## config.mk

```make
export PLATFORM = sky130hd
export DESIGN_NAME = piso_serializer
export DESIGN_NICKNAME = d
export VERILOG_FILES = /design/src/rtl/piso_serializer.sv
export SDC_FILE = /design/constraint.sdc
export NUM_CORES = 1
export LEC_CHECK = 0
export ABC_AREA = 1
export CAP_MARGIN = 40
export CORE_AREA = 5 5 42 44
export DETAILED_ROUTE_END_ITERATION = 8
export DIE_AREA = 0 0 47 49
export DONT_BUFFER_PORTS = 1
export PLACE_DENSITY = 0.44
export SETUP_SLACK_MARGIN = 0.15
export SLEW_MARGIN = 20
export SYNTH_ARGS = -nofsm -noshare
export SYNTH_HDL_FRONTEND = slang
export SYNTH_SLANG_ARGS = --single-unit
```

## constraint.sdc

```tcl
create_clock -name clk -period 1.2 [get_ports clk]
set_clock_uncertainty 0.2 [all_clocks]
set_input_delay 0.24 -clock clk [delete_from_list [all_inputs] [get_ports clk]]
set_output_delay 0.24 -clock clk [all_outputs]
set_load 0.05 [all_outputs]
```

## src/rtl/piso_serializer.sv

```systemverilog
// piso_serializer: captures a WIDTH-bit word on load and shifts it out one bit per clock
module piso_serializer #(
  parameter int WIDTH = 4,
  parameter int MSB_FIRST = 1
) (
  input  logic             clk,
  input  logic             clear,
  input  logic             load,
  input  logic [WIDTH-1:0] p_in,
  output logic             s_out,
  output logic             s_valid,
  output logic             ready,
  output logic             done
);
  localparam int CW = $clog2(WIDTH);
  localparam logic [0:0] IDLE = 1'b0;
  localparam logic [0:0] SHIFT = 1'b1;
  logic [0:0]       r_state;
  logic [WIDTH-1:0] r_sr;
  logic [CW-1:0]    r_cnt;
  logic             r_done;
  logic             w_last;
  logic             w_accept;
  logic [WIDTH-1:0] w_next_sr;
  always_comb begin
    w_last    = (r_state == SHIFT) && (r_cnt == '0);
    ready     = (r_state == IDLE) || w_last;
    w_accept  = load && ready;
    w_next_sr = (MSB_FIRST != 0) ? {r_sr[WIDTH-2:0], 1'b0} : {1'b0, r_sr[WIDTH-1:1]};
    s_valid   = (r_state == SHIFT);
    s_out     = s_valid && ((MSB_FIRST != 0) ? r_sr[WIDTH-1] : r_sr[0]);
    done      = r_done;
  end
  // counter holds at 0 when a word ends without a follow-on load
  always_ff @(posedge clk) begin
    if (clear) begin
      r_state <= IDLE;
      r_sr    <= '0;
      r_cnt   <= '0;
      r_done  <= 1'b0;
    end else begin
      r_done <= w_last;
      if (w_accept) begin
        r_state <= SHIFT;
        r_sr    <= p_in;
        r_cnt   <= CW'(WIDTH - 1);
      end else if (r_state == SHIFT) begin
        r_sr    <= w_next_sr;
        r_cnt   <= w_last ? r_cnt : r_cnt - 1'b1;
        r_state <= w_last ? IDLE : SHIFT;
      end
    end
  end
endmodule
```

# Word-level counts from Yosys, hierarchy flattened
# Cells that the tools add are included.
[word_totals] ff_bits=8 inputBits=7
[classes] addsub=1 n_eq_ne=1 mux=8 bitwise=1 reduce_logical=7
[op_table] op="$mux 4" count=2
[op_table] op="$mux 2" count=3
[op_table] op="$logic_and 1x1->1" count=3
[op_table] op="$mux 1" count=3
[op_table] op="$logic_not 2->1" count=1
[op_table] op="$ne 2x1->1 const B" count=1
[op_table] op="$reduce_and 2->1" count=1
[op_table] op="$reduce_bool 2->1" count=1
[op_table] op="$sub 2x1->2 const B" count=1
[op_table] op="$logic_or 1x1->1" count=1
[op_table] op="$not 1->1" count=1

# Longest topological paths before layout
[logic_depth] ltp_word=6 mapped_depth=8

# Least setup slack after synthesis
# Ideal clock, no wire load.
[synth_path] path_type="reg-to-reg" startpoint="register r_state, in the netlist s_valid" endpoint="register r_sr[1]" setup_ns=0.124 arrival_ns=1.400 required_ns=0.876 slack_ns=-0.524 path_stages_with_launch=6 n_path_buf=0 path_cell_list="dfxtp_1 -> nand2_2 -> nand3_1 -> nand2_1 -> nor2_1 -> nor2_1"
[synth_via] elab_chain_cells=4 word_cells_on_any_way=6
[synth_lines] element="from (decl)" line="18" text="logic [0:0] r_state;"
[synth_lines] element="from (signal assigned)" line="50" text="r_state <= w_last ? IDLE : SHIFT;"
[synth_lines] element="$logic_and 1x1->1 / $not 1->1 (equally long branches)" line="26, 27"
[synth_lines] element="$logic_or 1x1->1 (*)" line="27" text="ready = (r_state == IDLE) || w_last;"
[synth_lines] element="net ready" line="12" text="output logic ready,"
[synth_lines] element="$logic_and 1x1->1 (*)" line="28" text="w_accept = load && ready;"
[synth_lines] element="$mux 4 / $reduce_bool 2->1 (equally long branches)"
[synth_lines] element="to (signal assigned)" line="45" text="r_sr <= p_in;"
[synth_lines] element="to (signal assigned)" line="48" text="r_sr <= w_next_sr;"
[synth_lines] element="to (decl)" line="19" text="logic [WIDTH-1:0] r_sr;"
# The timed path passes the listed nets; every way through them passes the cells marked *.
# A chain may end at the register's enable or synchronous reset.

# Worst setup path in the final report
[layout_path] startpoint="register r_cnt[0]" endpoint="output port ready"
[layout_via] elab_chain_cells=3
[layout_lines] element="from (decl)" line="20" text="logic [CW-1:0] r_cnt;"
[layout_lines] element="from (signal assigned)" line="46" text="r_cnt <= CW'(WIDTH - 1);"
[layout_lines] element="from (signal assigned)" line="49" text="r_cnt <= w_last ? r_cnt : r_cnt - 1'b1;"
[layout_lines] element="$logic_not 2->1" line="26" text="w_last = (r_state == SHIFT) && (r_cnt == '0);"
[layout_lines] element="$logic_and 1x1->1" line="26"
[layout_lines] element="$logic_or 1x1->1" line="27"
[layout_lines] element="to (decl)" line="12"
# Every way passes these cells.

==> reports/metrics.yaml <==
synthesis:
  synth_seq_cells: 8
  seq_area_frac_synth_pct: 44.14
  avgSynthCellArea_um2: 6.597
  synth-warning-count: 0
  ys_types: 12
  syn_inst: 55
  synth_area_um2: 362.8
  synth_top_area_share_pct: 44.14
  yosys.area.top_type: "dfxtp_1"
  syn_nets: 63
  netlist_top_cells_area: "dfxtp_1 (44%), nand2_1 (14%), nor2_1 (14%)"
sta:
  slew_headroom_pct: 76.27
  fin_crit_ns: 1.488
  finalCritPeriodShare_pct: 124.0
  fin_tns_setup_ns: -1.465
  finalSetupViolations: 9
  final_max_slew_viol_count: 0
  worst_pin_slew_ns: 0.3559
  hold_viol: 1
  rsz0062_at_grt: "yes"
  fmax_mhz: 672.0
  whs_ns: -0.01120
  finalWorstSetupSlack_ns: -0.2882
setup_path:
  startpoint: "r_cnt[0]$_SDFFE_PP0P_"
  path_max_fanout: 2
  cp.arrival_ns: 1.05
  regToRegStartpoint: "r_cnt[0]$_SDFFE_PP0P_"
  endpoint_kind: "output port"
  critPathRequiredTime_ns: 0.76
  cp-start-kind: "flip-flop"
  worstSetupPathType: "flip-flop to output port"
routing:
  postRouteAntennaNets: 0
  avgRoutedWirePerCell_um: 10.08
  via_count: 359
  drt-vias-per-instance: 4.274
  dr.pass1.iters: 3
  routed_wl_um: 847
  drc_errors: 0
  drt_first_iter_violations: 5
power_and_ir_drop:
  peakVddDrop_mv: 0.4158
  pwr-share-clk_pct: 30.9
  leakage_nw: 0.2589
  pwr-share-seq_pct: 42.6
  switchingPower_mw: 0.2151
  power_per_cell_area_nw_per_um2: 1204
  intPower_mw: 0.4975
  combPwrFrac_pct: 26.5
  switching_share_pct: 30.19
die:
  start_util_pct: 25.89
  rows: 14
  io_pins: 11
  coreArea_um2: 1401
  die-area_um2: 2303
  fp.dieW_um: 47
  fp.dieH_um: 49
finish:
  utilization_pct: 42.23
  fin_nets: 77
  instances_no_fill: 84
  seqCellArea_um2: 167.7
  area_growth_syn_to_layout_pct: 63.10
  layout-drive-gt1-share_pct: 45.59
  n_antenna_cell: 0
  multi_input_area_um2: 240.2
  finalInstanceArea_um2: 591.8
  nFillCells: 152
grt:
  grt_usage_pct: 8.521
  grt.overflow.total: 0
  first_global_vias: 351
  antenna_found_initial: 0
  grt_max_degree: 9
  grt_pass1_wl_mm: 1.386
cts:
  numClockSinks: 8
  htree_levels: 1
  clockBufferDepth: 2
  root_buffer: "clkbuf_4"
  cts_tree: "done"
  clk_pin_slew_worst_paths_ns: 0.06
  cts_made_buffers: 3
  clk_latency_ns: 0.25
status:
  violations: "negative hold slack, negative setup slack"
  status: "finished with violations"
run:
  max-cap-violations: 0
placement:
  postPlaceCellArea_um2: 467.9
  place_inst: 73
  numPortBuffers: 0
  dp_hpwl_um: 618.8
  place_ws_ns: -0.06117
  place_congestion: 0.6654
worst_hold_path:
  min_path_type: "input port to flip-flop"
  hp-start: "load"
worst paths after layout:
| kind | cells past startpoint | to | slack [ns] |
|---|---|---|---|
| worst max-delay path | 5 | ready | -0.29 |
| worst min-delay path | 3 | r_sr[0]$_SDFFE_PP0P_ | -0.01 |
| worst max register to register | 8 | r_sr[1]$_SDFFE_PP0P_ | -0.19 |
| worst min register to register | 2 | r_sr[0]$_SDFFE_PP0P_ | 0.28 |
cells by family after synthesis:
logic type / count (synthesis) / synth area share [%]
AOI/OAI and AO/OA: 3 / 5.173
adders and majority gates: 1 / 3.448
buffers and inverters: 8 / 8.273
DFF: 8 / 44.14
and+or+nand+nor: 35 / 38.96
placed cells by master (no fill, tap or decap), types with 2 or more instances in the layout:
| master | count |
|---|---|
| dfxtp_1 | 4 |
| clkbuf_4 | 3 |
| nand3_2 | 3 |
| dfxtp_2 | 3 |
| nand2_2 | 3 |
| nor2_1 | 13 |
| nand2_1 | 11 |
| buf_4 | 5 |
| inv_2 | 3 |
| inv_1 | 2 |
| dlygate4sd3_1 | 2 |
| nor3_1 | 2 |
final cells by class:
class,instances,share of cell area (%)
well taps,16,3.383
inverters,7,5.497
flip-flops and latches,8,28.33
repair buffers,10,17.76
clock buffers,4,4.440
multi-input cells,39,40.59
what timing repair did:
| item | in CTS | in global routing |
|---|---|---|
| hold buffers | 3 | 0 |
| endpoints found under the setup margin | 11 | 12 |
| endpoints found under the hold margin | 8 | 0 |
| setup buffers | 3 | 1 |
| resized for setup | 6 | 5 |
| pin swaps | 1 | 2 |
registers in the layout (all words and copies together) (netlist names):
| register | cells |
|---|---|
| s_valid | 1 |
| done | 1 |
| r_sr | 4 |
| r_cnt | 2 |
critical path, stage by stage (launching register included):
cell and delay, ns:
dfxtp_2 0.33, inv_2 0.05, ha_4 0.15, inv_4 0.07, nand2_8 0.05, buf_12 0.14
routing by layer:
metal / GRT usage (%) / routed length (µm) / vias up
met3: 4.059 / 73 / 0
met4: 5.530 / 0 / 0
met1: 9.670 / 348 / 152
met5: 0 / 0 / -
li1: - / - / 197
met2: 12.22 / 426 / 10
through the flow:
| stage | hold WS, ns | total power, mW |
|---|---|---|
| floorplan | 0.1827 | 0.4234 |
| global placement | 0.1025 | 0.4530 |
| detailed placement | 0.1025 | 0.4539 |
| CTS | 0.006611 | 0.7152 |
| global route | 0.005874 | 0.7618 |
| finish | -0.01120 | 0.7127 |
cells in the mapped netlist:
cell type / n
a21oi_1: 2
inv_2: 1
dfxtp_1: 8
nor3_1: 3
nand2_1: 14
inv_1: 6
nand3_1: 3
nor2_1: 14
a21oi_2: 1
ha_1: 1
nand2_2: 1
clkbuf_1: 1
power groups by stage:
stage	combinational [mW]	sequential (mW)	clock, mW
final	0.189	0.304	0.220
after global placement	0.144	0.309	0
after global routing	0.207	0.306	0.249
after CTS	0.180	0.304	0.231
after detailed placement	0.145	0.309	0
after floorplan	0.103	0.320	0
No activity file was read; power rests on OpenSTA's default activity.
